`config.mk`:
```
export PLATFORM = sky130hd
export DESIGN_NAME = prod_accum
export DESIGN_NICKNAME = d
export VERILOG_FILES = /design/src/rtl/prod_pkg.sv /design/src/rtl/prod_accum.sv
export SDC_FILE = /design/constraint.sdc
export NUM_CORES = 1
export LEC_CHECK = 0
export CORE_AREA = 2 2 56 58
export CTS_BUF_LIST = sky130_fd_sc_hd__clkbuf_16
export DETAILED_ROUTE_END_ITERATION = 6
export DIE_AREA = 0 0 58 60
export PLACE_DENSITY = 0.9
export SYNTH_ARGS = -nofsm -noshare
export SYNTH_HDL_FRONTEND = slang
export SYNTH_SLANG_ARGS = --single-unit
```
`constraint.sdc`:
```
create_clock -name clk -period 3.2 [get_ports clk]
set_input_delay 0.8 -clock clk [delete_from_list [all_inputs] [get_ports clk]]
set_output_delay 0.8 -clock clk [all_outputs]
set_load 0.005 [all_outputs]
```
`src/rtl/prod_pkg.sv`:
```
// Shared types and widths for the product accumulator.
package prod_pkg;

  localparam int unsigned SUM_W  = 12;
  localparam int unsigned CNT_W  = 5;
  localparam int unsigned PROD_W = 8;

  typedef enum logic [1:0] {
    IDLE  = 2'd0,
    ACCUM = 2'd1,
    HOLD  = 2'd2
  } state_t;

  typedef struct packed {
    logic [SUM_W-1:0] sum;
    logic [CNT_W-1:0] count;
  } acc_t;

endpackage

```
`src/rtl/prod_accum.sv`:
```
// Accumulates a group of 8-bit products into a 12-bit sum and holds the
// result with a valid/ready handshake until downstream takes it.
module prod_accum
  import prod_pkg::*;
#(
  parameter int unsigned MAX_TERMS = 16
) (
  input  logic              clk,
  input  logic              rst,
  input  logic              clr,
  input  logic              in_valid,
  output logic              in_ready,
  input  logic [PROD_W-1:0] in_prod,
  input  logic              in_last,
  output logic              out_valid,
  input  logic              out_ready,
  output logic [SUM_W-1:0]  out_sum,
  output logic [CNT_W-1:0]  out_count
);

  state_t state_q, state_d;
  acc_t   acc_q, acc_d;
  logic   in_ready_d;
  logic   out_valid_d;
  logic   accept;

  // State, accumulator and handshake flags
  always_ff @(posedge clk or posedge rst) begin
    if (rst) begin
      state_q   <= IDLE;
      acc_q     <= '0;
      in_ready  <= 1'b0;
      out_valid <= 1'b0;
    end else begin
      state_q   <= state_d;
      acc_q     <= acc_d;
      in_ready  <= in_ready_d;
      out_valid <= out_valid_d;
    end
  end

  assign accept = in_valid && in_ready;

  // Next-state and accumulator update; clr overrides everything
  always_comb begin
    state_d = state_q;
    acc_d   = acc_q;
    unique case (state_q)
      IDLE: begin
        if (accept) begin
          acc_d.sum   = SUM_W'(in_prod);
          acc_d.count = CNT_W'(1);
          state_d     = (in_last || (acc_d.count == CNT_W'(MAX_TERMS))) ? HOLD : ACCUM;
        end
      end
      ACCUM: begin
        if (accept) begin
          acc_d.sum   = acc_q.sum + SUM_W'(in_prod);
          acc_d.count = acc_q.count + CNT_W'(1);
          if (in_last || (acc_d.count == CNT_W'(MAX_TERMS))) begin
            state_d = HOLD;
          end
        end
      end
      HOLD: begin
        if (out_ready) begin
          state_d = IDLE;
          acc_d   = '0;
        end
      end
      default: begin
        state_d = IDLE;
        acc_d   = '0;
      end
    endcase
    if (clr) begin
      state_d = IDLE;
      acc_d   = '0;
    end
    in_ready_d  = (state_d != HOLD);
    out_valid_d = (state_d == HOLD);
  end

  assign out_sum   = acc_q.sum;
  assign out_count = acc_q.count;

endmodule

```
# ---- After elaboration in Yosys (flattened, before gate mapping)
# Cells that the tools add are included.
# Widths: inputs -> output; s select.
dict set report totals {
  regBits 21
  in_bits 14
  out_inout_bits 19
  wordCells 31
}
dict set report classes {
  addsub 2
  eq_ne 8
  n_mux 12
  n_reduce_logical 4
}
# cell n
set op_table {}
lappend op_table {{$mux 17} 4}
lappend op_table {{$pmux 17 s3} 1}
lappend op_table {{$add 12x8->12} 1}
lappend op_table {{$mux 2} 6}
lappend op_table {{$ne 3x3->1 const B} 3}
lappend op_table {{$pmux 2 s3} 1}
lappend op_table {{$add 5x1->5 const B} 1}
lappend op_table {{$eq 5x5->1 const B} 1}
lappend op_table {{$eq 2x2->1 const B} 2}
lappend op_table {{$reduce_and 3->1} 1}
lappend op_table {{$eq 2x1->1 const B} 1}
lappend op_table {{$logic_not 2->1} 1}
lappend op_table {{$ne 2x2->1 const B} 1}
lappend op_table {{$logic_and 1x1->1} 1}
lappend op_table {{$logic_or 1x1->1} 1}

# ---- Depth between registers and ports, before layout
# Gate-level depths: netlist of the first run.
dict set report depth {
  ltp_word 8
  mapped_depth 8
  depth_no_buf 8
}

# ---- Least setup slack after synthesis of the first run
# No wires, ideal clock.
dict set report synth_timing {
  kind {in2reg}
  start {input port in_prod[0]}
  end {register acc_q, in the netlist out_sum[10]}
  setup_ns 0.120
  arrival_ns 2.177
  slack_ns 0.903
  path_stages 8
  cell_sequence {ha_1 inv_1 fa_1 nor2b_1 o31a_1 o32ai_1 o41ai_1 a31o_2}
}
dict set report synth_between {
  elab_chain_cells 4
}
# element line
set synth_lines {}
lappend synth_lines {{start, declared} prod_accum.sv:13} ;# input logic [PROD_W-1:0] in_prod,
lappend synth_lines {{$add 12x8->12} prod_accum.sv:58} ;# acc_d.sum = acc_q.sum + SUM_W'(in_prod);
lappend synth_lines {{$mux 17} prod_accum.sv:57} ;# if (accept) begin
lappend synth_lines {{$pmux 17 s3} prod_accum.sv:48} ;# unique case (state_q)
lappend synth_lines {{$mux 17} prod_accum.sv:76} ;# if (clr) begin
lappend synth_lines {{end signal, assigned} prod_accum.sv:31} ;# acc_q <= '0;
lappend synth_lines {{end signal, assigned} prod_accum.sv:36} ;# acc_q <= acc_d;
lappend synth_lines {{end, declared} prod_accum.sv:22} ;# acc_t acc_q, acc_d;
# Every way passes these cells. The select of a mux whose other input is x is not followed.
# A chain may end at the register's enable or synchronous reset.

# ---- Final worst setup path of the first run
# Ends and elaborated chain as after synthesis.

==> out/metrics.yaml, run 1 <==
synth_seq_cells: 21
dieWidth_um: 58
crit_path_end_kind: "flop"
antenna_left: 0
cts-resized-gates: 0
slew_viol_final: 0
synth_top_family_by_area: "compound AO/OA/AOI/OAI gates"
synth_xor_xnor_area_share_pct: 3.76
worstPathCellList: "clkdlybuf4s50_1 > ha_1 > inv_1 > fa_1 > nor2b_1 > o31a_1 > o32ai_1 > o41ai_1 > a31o_2"
coreArea_mm2: 0.00290
antenna_found_initial: 0
grt_pass1_vias: 1366
die_h_um: 60
path_delay_family: "compound AO/OA/AOI/OAI gates"
antenna_cells: 0
overflow: 0
hold_viol_final: 0
first_iter_violations: 66
min_period_ns: 2.77
worst-path-buf-inv: 2
p_leak_nw: 0.795
synthMuxAreaShare_pct: 1.52
fp.dieArea_mm2: 0.00348
fin_util_pct: 63.8
worstSkewPairLatency_ns: 0.25
synth_top_flop_cell: "dfrtp_1"
synthSimpleGateAreaFrac_pct: 16.2
relSlewSlack_pct: 44.0
gp_congestion: 0.871
seq_power_share_pct: 40.2
avgRoutedWirePerCell_um: 16.6
io_buffers: 32
setup_viol: 0
synthTopCellsByCount: "dfrtp_1 (21), nand2_1 (16), ha_1 (9), o21ai_0 (9), inv_1 (7)"
cp_max_fo: 4
post-route-period-util_pct: 86.5
rsz0062_at_grt: "false"
synth_fa_ha_area_share_pct: 9.48
worst_slew_pin_slew_ns: 0.839
outcome: "complete, no violations"
cpPeakStageDelay_ns: 0.48
fill_cells: 241
drcViolationCount: 0
criticalPathCategory: "in -> reg"
clkSinkCount: 21
synth_compound_area_share_pct: 27.8
cpMaxStageDelayCell: "clkdlybuf4s50_1"
fmax_mhz: 361
dp_cells: 210
synth_top_area_share_pct: 37.6
vdd_drop_max_mv: 0.350
hp-class: "reg -> reg"
fin_nets: 206
synth_fp_nets: 169
ys_async_sr_fraction_pct: 100
intPower_mw: 0.547
arrival_ns: 2.96
grt_first_pass_wirelength_um: 5980
worstPathRequired_ns: 3.39
synth_area_leaders: "dfrtp_1 (38%), ha_1 (8.1%), nand2_1 (4.3%)"
ys_seq_area_share_pct: 37.6
dr.pass1.iters: 4
root_buffer: "clkbuf_16"
final_area_mm2: 0.00185
p_switching_mw: 0.206
cts_max_level: 1
start_kind: "input port"
cts_hold_buf: 0
drive_gt1_share_pct: 9.94
yosysMostFrequentCell: "dfrtp_1"
yosys_warnings: 0
wl_um: 3550
clk_path_buf_depth: 2
vias_per_cell: 6.26
pwr_density_cell_mw_per_mm2: 407
synth_cells: 145
finalClockSkew_ns: 0.00196
synth_edf_count: 0
num_rows: 20
post_dp_cell_area_mm2: 0.00177
cts_buffers: 3
setup-tns-final_ns: 0
swShare_pct: 27.4
hpwl_um: 2550
clk_pin_slew_worst_paths_ns: 0.06
vias: 1340
cap_viol_max_count: 0
yosys.area.top_type: "dfrtp_1"
synthesis.area_mm2: 0.00140
grt_usage_pct: 22.5
combinationalPowerShare_pct: 24.9
synthDistinctLibCells: 53
post_cts_buffers: 0
fin_cells: 214
syn_avg_cell_area_um2: 9.65
initial_core_util_pct: 48.2
grt_max_degree: 22
syn2layout_area_growth_pct: 32.4
cts_tree: "built"
io_pins: 33
clkPwrFrac_pct: 34.8
per-layer routing:
layer	share of wire, %	track usage [%]	wire, um
met1	41	27.1	1440
met2	52	39.6	1850
met3	4.5	3.25	160
met4	2.7	10.6	96
met5	0	0	0
final timing paths:
check	to	startpoint	slack, ns	cells past startpoint
min in group asynchronous	out_count[4]	rst	1.01	2
hold / removal	out_sum[2]	out_sum[2]	0.54	2
setup / recovery	out_sum[10]	in_prod[0]	0.43	9
hold reg to reg	out_sum[2]	out_sum[2]	0.54	2
max in group asynchronous	out_count[2]	rst	1.66	2
setup reg to reg	out_sum[10]	out_sum[0]	1.09	8
final cells by class:
| type | instances | area (um^2) | share of cell area [%] |
|---|---|---|---|
| well taps | 33 | 41.3 | 2.23 |
| clock buffers | 3 | 75.1 | 4.05 |
| repair buffers | 37 | 358 | 19.3 |
| clock inverters | 1 | 3.75 | 0.203 |
| inverters | 7 | 26.3 | 1.42 |
| multi-input cells | 112 | 822 | 44.4 |
| flip-flops and latches | 21 | 526 | 28.4 |
metrics by stage:
stage / hold WS, ns / power (mW) / setup slack [ns]
2_1_floorplan: 0.507 / 0.414 / 0.903
3_3_place_gp: 0.507 / 0.484 / 0.336
3_5_place_dp: 0.527 / 0.491 / 0.262
4_1_cts: 0.547 / 0.757 / 0.472
5_1_grt: 0.573 / 0.786 / 0.264
6_report: 0.542 / 0.753 / 0.433
power by group through the flow:
stage | clock, mW | combinational, mW | sequential (mW)
2_1_floorplan | 0 | 0.112 | 0.301
3_3_place_gp | 0 | 0.177 | 0.306
3_5_place_dp | 0 | 0.184 | 0.307
4_1_cts | 0.267 | 0.188 | 0.303
5_1_grt | 0.275 | 0.206 | 0.305
6_report | 0.262 | 0.188 | 0.303
worst reg2reg max path: stages, from the launching register on:
cell and delay (ns):
dfrtp_1 0.37, ha_1 0.20, inv_1 0.07, fa_1 0.40
nor2b_1 0.17, o31a_1 0.23, o32ai_1 0.13, o41ai_1 0.33
a31o_2 0.16
cell families (layout without fill, tap and decap cells):
group                      after synthesis  in the layout
AOI/OAI and AO/OA                       51             51
xor gates and xnor gates                 6              6
adders and majority gates               10             10
buffers and inverters                   12             48
DFF                                     21             21
muxes                                    2              2
and+or+nand+nor                         43             43
sequential cells by signal (all words and copies together) (netlist names):
register   flops
out_sum       12
out_valid      1
in_ready       1
state_q        2
out_count      5
cells in the final DEF, fill, tap and decap left out, drive strengths merged, types with 2 or more instances in the layout:
cell type,instances
ha,9
clkdlybuf4s50,32
o21ai,9
inv,8
o31a,2
a21o,3
nand2,16
o21a,5
buf,5
nand3,5
a31o,3
nor3,2
nor2,5
a211oi,2
a21oi,4
or3,2
xor2,3
o31ai,3
dfrtp,21
a22oi,5
nand4,2
clkbuf,3
xnor2,3
a222oi,2
Note: power is estimated with default switching activity, not from simulation.
==> run 2, diff against run 1 <==
--- a/config.mk
+++ b/config.mk
@@ -7,6 +7,7 @@
 export LEC_CHECK = 0
 export CORE_AREA = 2 2 56 58
 export CTS_BUF_LIST = sky130_fd_sc_hd__clkbuf_16
+export CTS_CLUSTER_DIAMETER = 200
 export DETAILED_ROUTE_END_ITERATION = 6
 export DIE_AREA = 0 0 58 60
 export PLACE_DENSITY = 0.9
==> results of run 2 <==
Same layout as run 1: the final DEF is identical, and so are final timing and power.
